File: src/rtl/frogger_game_ctrl.sv
// frogger_game_ctrl
//   Game sequencer for the road-crossing game. It derives a once-per-frame
//   tick from the VGA counters. On each tick it advances the six car X
//   positions, checks the player against every lane for collisions and
//   checks for goal reach. It tracks lives and level and runs the
//   IDLE/PLAY/HIT/LEVEL_UP/GAME_OVER flow.
//
// Ports
//   CLK, RST_N          system clock, asynchronous active-low reset
//   start               one-cycle start/restart pulse (IDLE/GAME_OVER only)
//   h_count, v_count    VGA raster counters
//   player_x, player_y  player top-left corner
//   car_x1..car_x6      registered car left X positions
//   player_rst          one-cycle pulse returning the player to its start
//   frame_tick          one-cycle pulse per frame
//   state               IDLE=0 PLAY=1 HIT=2 LEVEL_UP=3 GAME_OVER=4
//   lives, level        remaining lives, current level
module frogger_game_ctrl #(
    parameter int          H_DISPLAY     = 640,
    parameter int          V_DISPLAY     = 480,
    parameter int          CAR_WIDTH     = 32,
    parameter int          CAR_HEIGHT    = 32,
    parameter int          PLAYER_WIDTH  = 32,
    parameter int          PLAYER_HEIGHT = 32,
    parameter int          LANE_Y0       = 96,
    parameter int          LANE_PITCH    = 48,
    parameter int          INIT_SPACING  = 96,
    parameter int          GOAL_Y        = 32,
    parameter logic [17:0] SPEED_PACK    = 18'o213121,
    parameter int          LIVES_INIT    = 3,
    parameter int          MAX_LEVEL     = 7,
    parameter int          PAUSE_FRAMES  = 60
) (
    input  logic       CLK,
    input  logic       RST_N,
    input  logic       start,
    input  logic [9:0] h_count,
    input  logic [9:0] v_count,
    input  logic [9:0] player_x,
    input  logic [9:0] player_y,
    output logic [9:0] car_x1,
    output logic [9:0] car_x2,
    output logic [9:0] car_x3,
    output logic [9:0] car_x4,
    output logic [9:0] car_x5,
    output logic [9:0] car_x6,
    output logic       player_rst,
    output logic       frame_tick,
    output logic [2:0] state,
    output logic [1:0] lives,
    output logic [2:0] level
);

    localparam int NUM_CARS = 6;
    localparam int TW       = $clog2(PAUSE_FRAMES + 1);

    localparam logic [10:0] H_W  = 11'(H_DISPLAY);
    localparam logic [10:0] CW_W = 11'(CAR_WIDTH);
    localparam logic [10:0] CH_W = 11'(CAR_HEIGHT);
    localparam logic [10:0] PW_W = 11'(PLAYER_WIDTH);
    localparam logic [10:0] PH_W = 11'(PLAYER_HEIGHT);

    typedef enum logic [2:0] {
        ST_IDLE      = 3'd0,
        ST_PLAY      = 3'd1,
        ST_HIT       = 3'd2,
        ST_LEVEL_UP  = 3'd3,
        ST_GAME_OVER = 3'd4
    } state_t;

    state_t                     state_q, state_d;
    logic [NUM_CARS-1:0][9:0]   car_x_q, car_x_d;
    logic [NUM_CARS-1:0][9:0]   car_init;
    logic [NUM_CARS-1:0][9:0]   car_step;
    logic [NUM_CARS-1:0]        lane_hit;
    logic [1:0]                 lives_q, lives_d;
    logic [2:0]                 level_q, level_d;
    logic [TW-1:0]              timer_q, timer_d;
    logic                       cond_q, cond_d;
    logic                       frame_tick_q, frame_tick_d;
    logic                       player_rst_q, player_rst_d;
    logic                       collision, win;
    logic [10:0]                px_ext, py_ext;

    assign px_ext = {1'b0, player_x};
    assign py_ext = {1'b0, player_y};

    // Per-lane speed, next position and overlap test. Even indices are
    // the odd-numbered lanes (1,3,5), which travel right.
    for (genvar gi = 0; gi < NUM_CARS; gi++) begin : g_lane
        localparam logic [10:0] LANE_Y = 11'(LANE_Y0 + gi * LANE_PITCH);
        logic [3:0]  speed;
        logic [10:0] x_ext, s_ext;

        assign speed = {1'b0, SPEED_PACK[3*gi +: 3]} + {1'b0, level_q};
        assign x_ext = {1'b0, car_x_q[gi]};
        assign s_ext = {7'd0, speed};
        assign car_init[gi] = 10'(gi * INIT_SPACING);

        if ((gi % 2) == 0) begin : g_right
            logic [10:0] fwd;
            assign fwd = x_ext + s_ext;
            assign car_step[gi] = (fwd >= H_W) ? 10'(fwd - H_W) : fwd[9:0];
        end else begin : g_left
            assign car_step[gi] = (x_ext < s_ext) ? 10'(x_ext + H_W - s_ext)
                                                  : 10'(x_ext - s_ext);
        end

        // Strict rectangle overlap against the pre-update car position.
        assign lane_hit[gi] = (px_ext < x_ext + CW_W) && (x_ext < px_ext + PW_W) &&
                              (py_ext < LANE_Y + CH_W) && (LANE_Y < py_ext + PH_W);
    end

    assign collision = |lane_hit;
    assign win       = (py_ext < 11'(GOAL_Y));

    // State register
    always_ff @(posedge CLK or negedge RST_N) begin
        if (!RST_N) begin
            state_q      <= ST_IDLE;
            car_x_q      <= car_init;
            lives_q      <= 2'(LIVES_INIT);
            level_q      <= 3'd0;
            timer_q      <= '0;
            cond_q       <= 1'b0;
            frame_tick_q <= 1'b0;
            player_rst_q <= 1'b0;
        end else begin
            state_q      <= state_d;
            car_x_q      <= car_x_d;
            lives_q      <= lives_d;
            level_q      <= level_d;
            timer_q      <= timer_d;
            cond_q       <= cond_d;
            frame_tick_q <= frame_tick_d;
            player_rst_q <= player_rst_d;
        end
    end

    // Next-state logic
    always_comb begin
        state_d      = state_q;
        car_x_d      = car_x_q;
        lives_d      = lives_q;
        level_d      = level_q;
        timer_d      = timer_q;
        player_rst_d = 1'b0;
        cond_d       = (v_count == 10'(V_DISPLAY)) && (h_count == 10'd0);
        // Rising edge only, so a held raster condition gives a single tick.
        frame_tick_d = cond_d && !cond_q;

        case (state_q)
            ST_IDLE, ST_GAME_OVER: begin
                // start has priority over any tick in the same cycle.
                if (start) begin
                    state_d      = ST_PLAY;
                    lives_d      = 2'(LIVES_INIT);
                    level_d      = 3'd0;
                    timer_d      = '0;
                    car_x_d      = car_init;
                    player_rst_d = 1'b1;
                end
            end
            ST_PLAY: begin
                if (frame_tick_q) begin
                    if (collision) begin
                        if (lives_q <= 2'd1) begin
                            state_d = ST_GAME_OVER;
                            lives_d = 2'd0;
                        end else begin
                            state_d = ST_HIT;
                            lives_d = lives_q - 2'd1;
                            timer_d = TW'(PAUSE_FRAMES);
                        end
                    end else if (win) begin
                        state_d = ST_LEVEL_UP;
                        level_d = (level_q >= 3'(MAX_LEVEL)) ? 3'(MAX_LEVEL)
                                                             : level_q + 3'd1;
                        timer_d = TW'(PAUSE_FRAMES);
                    end else begin
                        car_x_d = car_step;
                    end
                end
            end
            ST_HIT, ST_LEVEL_UP: begin
                if (frame_tick_q) begin
                    timer_d = timer_q - TW'(1);
                    if (timer_q == TW'(1)) begin
                        state_d      = ST_PLAY;
                        player_rst_d = 1'b1;
                        if (state_q == ST_LEVEL_UP) begin
                            car_x_d = car_init;
                        end
                    end
                end
            end
            default: state_d = ST_IDLE;
        endcase
    end

    // Outputs
    always_comb begin
        car_x1     = car_x_q[0];
        car_x2     = car_x_q[1];
        car_x3     = car_x_q[2];
        car_x4     = car_x_q[3];
        car_x5     = car_x_q[4];
        car_x6     = car_x_q[5];
        player_rst = player_rst_q;
        frame_tick = frame_tick_q;
        state      = state_q;
        lives      = lives_q;
        level      = level_q;
    end

endmodule

File: config.mk
export PLATFORM = sky130hd
export DESIGN_NAME = frogger_game_ctrl
export DESIGN_NICKNAME = d
export VERILOG_FILES = /design/src/rtl/frogger_game_ctrl.sv
export SDC_FILE = /design/constraint.sdc
export NUM_CORES = 1
export LEC_CHECK = 0
export BUFFER_PORTS_ARGS = -buffer_cell sky130_fd_sc_hd__buf_4
export CAP_MARGIN = 40
export CORE_ASPECT_RATIO = 2
export CORE_MARGIN = 1
export CORE_UTILIZATION = 50
export DETAILED_ROUTE_END_ITERATION = 12
export MAX_ROUTING_LAYER = met4
export PLACE_DENSITY = 0.73
export SKIP_LAST_GASP = 1
export SYNTH_ARGS = -nofsm -noshare
export SYNTH_HDL_FRONTEND = slang
export SYNTH_SLANG_ARGS = --single-unit
File: constraint.sdc
create_clock -name CLK -period 8.95 [get_ports CLK]
set_input_delay 1.79 -clock CLK [delete_from_list [all_inputs] [get_ports CLK]]
set_output_delay 1.79 -clock CLK [all_outputs]
set_load 0.05 [all_outputs]
==> flow_summary.ini, run 1 <==
[timing]
setup_viol = 0
min_period_ns = 5.70
finalHoldViolations = 0
worst_pin_slew_ns = 0.959
fin_setup_tns_ns = 0
max_freq_mhz = 175
max_slew_margin = 0.358
min_period_over_period = 0.637
rsz0062_at_grt = false
drv_slew = 0
skew_ns = 0.00600

[cells_and_area]
area_growth_pct = 13.8
drive_gt1_frac = 0.132
nNetsFinal = 1514
fin_util = 0.584
antenna_cells = 0

[synth]
ys_ff_latch = 77
ys_warn_count = 0
async_flop_share = 1.00
synth_edf_count = 0
yosys.area.top_type = ha_1
syn-cell-area_um2 = 9940
syn_avg_cell_area_um2 = 8.41
synth_area_leaders = ha_1, dfrtp_1, inv_1
yosysTopAreaCellShare = 0.230
yosysMostFrequentCell = ha_1
synth_flop_cell = dfrtp_1
ys_seq_area_frac = 0.196
yosys.cell_types.count = 84
syn_nets = 1423
syn_inst = 1182
yosys-top-cells-count = ha_1, inv_1, a21oi_1, o21ai_0, nor2_1

[clock_network]
clkLatencyLatePin_ns = 0.37
cts_hold_buf = 0
clk_pin_slew_ns = 0.06
clock-root-buffer = clkbuf_16
numCtsBuffers = 9
cts_setup_buffers = 0
cts_tree = built
htree_levels = 3
cts_buffer_depth = 2
cts_resized = 0
clock-sinks = 77

[floorplanning]
dieHeight_um = 201
row_count = 72
ios = 113
start_util = 0.513
dieArea_um2 = 20500
die_width_um = 102
core-area_um2 = 19400

[grt]
grt_use_total = 0.346
first_global_vias = 10100
met2_usage = 0.575
globalRouteMet1Util = 0.344
grt_antenna_before_repair = 0
top_usage_layer = met2
grt.overflow.total = 0
grt_pass1_wl_um = 51800
grt_max_degree = 55
use_met3 = 0.0590

[routing]
drtIter0Drc = 559
dr.pass1.iters = 5
drc = 0
vias = 9961
ant_nets = 0
totalWireLength_um = 33000
routed_via_density = 6.48
wl_per_cell_um = 21.5

[worst_setup_path]
worst_setup_path_start_kind = input port
crit_slowest_cell = xnor2_1
cp_max_fo = 17
crit_required_ns = 9.21
path_cells = buf_4 -> ha_1 -> xnor2_1 -> ha_1 -> and3_1 -> a221oi_1 -> a221o_1 -> a22oi_2 -> nand4_2 -> nor2_4 -> nand2_1 -> buf_16 -> o41ai_1
critPathArrivalTime_ns = 5.97
path_class = in -> reg
cpMostUsedCell = ha_1
slowest_delay_ns = 0.59
cp-end-kind = flip-flop

[power]
p_per_area_nw_per_um2 = 294
ir_worst_vdd_mv = 0.170
leakage_nw = 5.26

[hold_path]
hold_path.class = reg -> reg

[place]
port_buffers = 112
globalplace.congestion = 0.956
dp_hpwl_um = 25500

[flow_run]
maxCapViolations = 0

[outcome]
status = finished, final reports clean
sequential cells by signal, summed over array words and instances, names as in the netlist:
signal / cells
car_x5: 10
frame_tick: 1
state: 3
level: 3
car_x4: 10
car_x1: 10
player_rst: 1
car_x2: 10
cond_q: 1
car_x3: 10
timer_q: 6
lives: 2
car_x6: 10
metrics by stage:
step	total power, mW	cell area, µm²	hold WS, ns	setup slack [ns]	instances
global placement	2.87	11000	0.400	2.82	1517
detailed placement	2.94	11000	0.403	2.98	1521
global route	3.57	11300	0.416	3.06	1537
finish	3.33	11300	0.408	3.25	1537
CTS	3.30	11300	0.411	3.38	1537
floorplan	2.25	9940	0.386	4.17	1182
placed cells by master (no fill, tap or decap), types with 12 or more instances in the layout:
cell type and n:
mux2i_1 12, dfrtp_1 63, a211oi_1 15, dfstp_2 14, nor2b_1 15, o21a_1 14
nor2_1 68, o22ai_1 14, xnor2_1 40, buf_4 119, inv_1 109, ha_1 183
nor3_1 21, o31ai_1 18, a21o_1 30, a21oi_1 78, fa_1 15, xor2_1 17
a31oi_1 22, nand4_1 19, nand3_1 37, o211ai_1 15, nand2_1 63, o21ai_0 76
cell type report:
cell class | count | area [µm²]
Tap cell | 259 | 324
Multi-Input combinational cell | 951 | 7390
Timing Repair Buffer | 123 | 968
Inverter | 111 | 417
Clock inverter | 2 | 10.0
Clock buffer | 14 | 254
Fill cell | 1771 | 8060
Sequential cell | 77 | 1940
power breakdown:
| group | switching [mW] | internal, mW | leakage [nW] |
|---|---|---|---|
| clock | 0.158 | 0.195 | 0.131 |
| combinational | 1.47 | 0.871 | 4.13 |
| sequential | 0.189 | 0.451 | 0.996 |
metal layers:
metal | wire [µm] | up-vias
met3 | 1860 | 195
li1 | - | 4561
met4 | 2960 | 0
met2 | 16400 | 443
met5 | 0 | -
met1 | 11700 | 4762
path summary, 6_finish.rpt:
kind	slack [ns]	start	to	cells after the start
max	3.25	player_x[5]	car_x3[5]	13
min reg2reg	0.41	cond_q	frame_tick	1
min in group asynchronous	1.34	RST_N	car_x5[2]	1
max in group asynchronous	6.94	RST_N	car_x4[8]	2
min	0.41	cond_q	frame_tick	1
max reg2reg	4.12	level[0]	car_x1[7]	13
kinds of logic after synthesis:
group / count (synthesis) / synth area share
xor+xnor: 58 / 0.0530
buf+inv: 154 / 0.0604
flops: 77 / 0.196
compound gates: 394 / 0.270
mux: 14 / 0.0144
simple gates: 287 / 0.146
fa+ha+maj: 198 / 0.261
worst max-delay path: cells and delay by family:
kind / cells / cell delay (ns)
fa+ha+maj: 2 / 0.50
xor+xnor: 1 / 0.59
simple gates: 4 / 1.52
compound gates: 4 / 1.05
buf+inv: 2 / 0.50
Power figures use the tool's default switching activity.
==> run 2, diff against run 1 <==
- ABC_AREA: default -> 1
- PLACE_DENSITY: 0.73 -> 0.76
- clock period: 8.95 -> 4.67 ns (I/O delays scaled with it)
==> run 2 against run 1 <==
Compared with the run above:
- highest routed layer unchanged
- combinational power is 93% higher
- via count is 1.8% higher
- largest power group unchanged
- final cell count grew 17%
==> flow_summary.ini, run 2 <==
[synth]
ys_ff_latch = 77
yosysMostFrequentCell = nand2_1
ys_seq_area_frac = 0.196
yosys.cell_types.count = 44
yosysTopAreaCellShare = 0.231
yosys-top-cells-count = nand2_1, inv_1, ha_1, o21ai_0, a21oi_1
syn-cell-area_um2 = 9920
synth_edf_count = 0
synth_flop_cell = dfrtp_1
synth_area_leaders = ha_1, dfrtp_1, nand2_1
syn_avg_cell_area_um2 = 6.93
syn_nets = 1673
syn_inst = 1432
yosys.area.top_type = ha_1
ys_warn_count = 0
async_flop_share = 1.00

[place]
place_ws_ns = 0.878
dp_hpwl_um = 23900
globalplace.congestion = 0.932
port_buffers = 112

[timing]
drv_slew = 0
setup_ws_ns = 1.04
finalHoldViolations = 0
setup_viol = 0
min_period_over_period = 0.778
rsz0062_at_grt = false
fin_setup_tns_ns = 0
max_slew_margin = 0.535
skew_ns = 0.00651
min_period_ns = 3.63
max_freq_mhz = 275
worst_pin_slew_ns = 0.698

[hold_path]
holdCritStartpoint = cond_q
hold_path.class = reg -> reg

[clock_network]
cts_resized = 0
numCtsBuffers = 9
clkLatencyLatePin_ns = 0.37
cts_tree = built
htree_levels = 3
clock-root-buffer = clkbuf_16
cts_setup_buffers = 0
cts_buffer_depth = 2
clk_pin_slew_ns = 0.07
cts_hold_buf = 0
clock-sinks = 77

[grt]
grt_pass1_wl_um = 48800
grt_antenna_before_repair = 0
grt_max_degree = 49
first_global_vias = 10100
grt.overflow.total = 0
grt_use_total = 0.322

[worst_setup_path]
reg2reg_slack_ns = 1.04
path_class = reg -> reg
path_cells = inv_1 -> ha_1 -> inv_1 -> fa_1 -> o21ai_0 -> nand3_1 -> xor2_1 -> inv_1 -> ha_1 -> inv_1 -> nand2_1 -> o21a_1 -> nand2_1 -> nand2_1 -> o211ai_1 -> o21ai_0
r2r-start = level[0]
cp-end-kind = flip-flop
slowest_delay_ns = 0.49
cpMostUsedCell = inv_1
critPathArrivalTime_ns = 3.88
worst_setup_path_start_kind = flip-flop
crit_required_ns = 4.92
crit_family = adder cells
cp_max_fo = 8
crit_slowest_cell = dfrtp_1
crit_start = level[0]
crit_buf_inv = 4

[power]
p_sw_frac = 0.568
p_per_area_nw_per_um2 = 574
p_seq_frac = 0.196
comb_power_share = 0.694
power_switching_mw = 3.69
ir_worst_vdd_mv = 0.631
clockPowerShare = 0.110
p_int_mw = 2.81
leakage_nw = 5.95

[cells_and_area]
final_cell_mix = nand2_1, inv_1, ha_1
nFillCells = 1866
area_growth_pct = 14.3
multi_input_comb_area_um2 = 7020
nNetsFinal = 1781
regArea_um2 = 1940
layout_commonest_cell = nand2_1
drive_gt1_frac = 0.111

[routing]
dr.pass1.iters = 5
routed_via_density = 5.62
drc = 0
wl_per_cell_um = 16.9
ant_nets = 0
drtIter0Drc = 570
vias = 10100
totalWireLength_um = 30400

[floorplanning]
ios = 113
die_width_um = 102
core-area_um2 = 19400
dieHeight_um = 201
row_count = 72
start_util = 0.512
dieArea_um2 = 20400

[outcome]
status = finished, final reports clean

[flow_run]
maxCapViolations = 0
run 2: changes by cell type in the layout (fill, tap and decap cells not counted), moves of 19 or more:
cell	change
a21o_1	-27
a31oi_1	-19
inv_1	+106
nand2_1	+310
nand3_1	+38
o21ai_0	+32
xnor2_1	-23
xor2_1	+30
run 2: cell families after synthesis:
group	after synthesis	share of synthesized area
simple gates	591	0.250
fa+ha+maj	198	0.261
flops	77	0.196
xor+xnor	64	0.0565
compound gates	256	0.140
buf+inv	246	0.0967
run 2: worst reg2reg max path: stages (launching register included):
cell      delay (ns)
dfrtp_1         0.49
inv_1           0.23
ha_1            0.42
inv_1           0.19
fa_1            0.47
o21ai_0         0.42
nand3_1         0.16
xor2_1          0.27
inv_1           0.08
ha_1            0.20
inv_1           0.06
nand2_1         0.06
o21a_1          0.12
nand2_1         0.10
nand2_1         0.06
o211ai_1        0.09
o21ai_0         0.09
run 2: routing by layer:
metal	up-vias	share of wire	global-route usage
met5	-	0	-
met4	0	0.066	0.227
met3	146	0.055	0.0518
met2	376	0.53	0.568
met1	4720	0.35	0.308
li1	4899	-	-
run 2: path summary, 6_finish.rpt:
kind	endpoint	cells past startpoint
hold / removal	frame_tick	1
setup reg to reg	car_x1[8]	16
hold reg to reg	frame_tick	1
min in group asynchronous	state[1]	1
setup / recovery	car_x1[8]	16
max in group asynchronous	car_x5[8]	2
run 2: through the flow:
stage | total power, mW | cell area (µm²) | hold WS (ns) | std cells | utilization
3_5_place_dp | 5.75 | 11000 | 0.395 | 1788 | 0.570
2_1_floorplan | 4.46 | 9920 | 0.383 | 1432 | -
3_3_place_gp | 5.65 | 11000 | 0.397 | 1788 | 0.570
5_1_grt | 7.10 | 11300 | 0.446 | 1804 | 0.585
4_1_cts | 6.50 | 11300 | 0.417 | 1804 | 0.585
6_report | 6.50 | 11300 | 0.417 | 1805 | 0.585
run 2: layout make-up:
| type | instances | area share |
|---|---|---|
| multi-input cells | 1109 | 0.620 |
| flip-flops and latches | 77 | 0.172 |
| repair buffers | 120 | 0.0806 |
| inverters | 223 | 0.0741 |
| well taps | 259 | 0.0286 |
| clock buffers | 9 | 0.0199 |
| clock inverters | 7 | 0.00563 |
| diodes | 1 | 0.000221 |
run 2: power by group through the flow:
stage | Clock (mW) | Combinational (mW) | Sequential (mW)
final | 0.717 | 4.51 | 1.27
after global routing | 0.752 | 5.05 | 1.30
after CTS | 0.729 | 4.50 | 1.26
after detailed placement | 0 | 4.47 | 1.27
after global placement | 0 | 4.38 | 1.27
after floorplan | 0 | 2.83 | 1.64
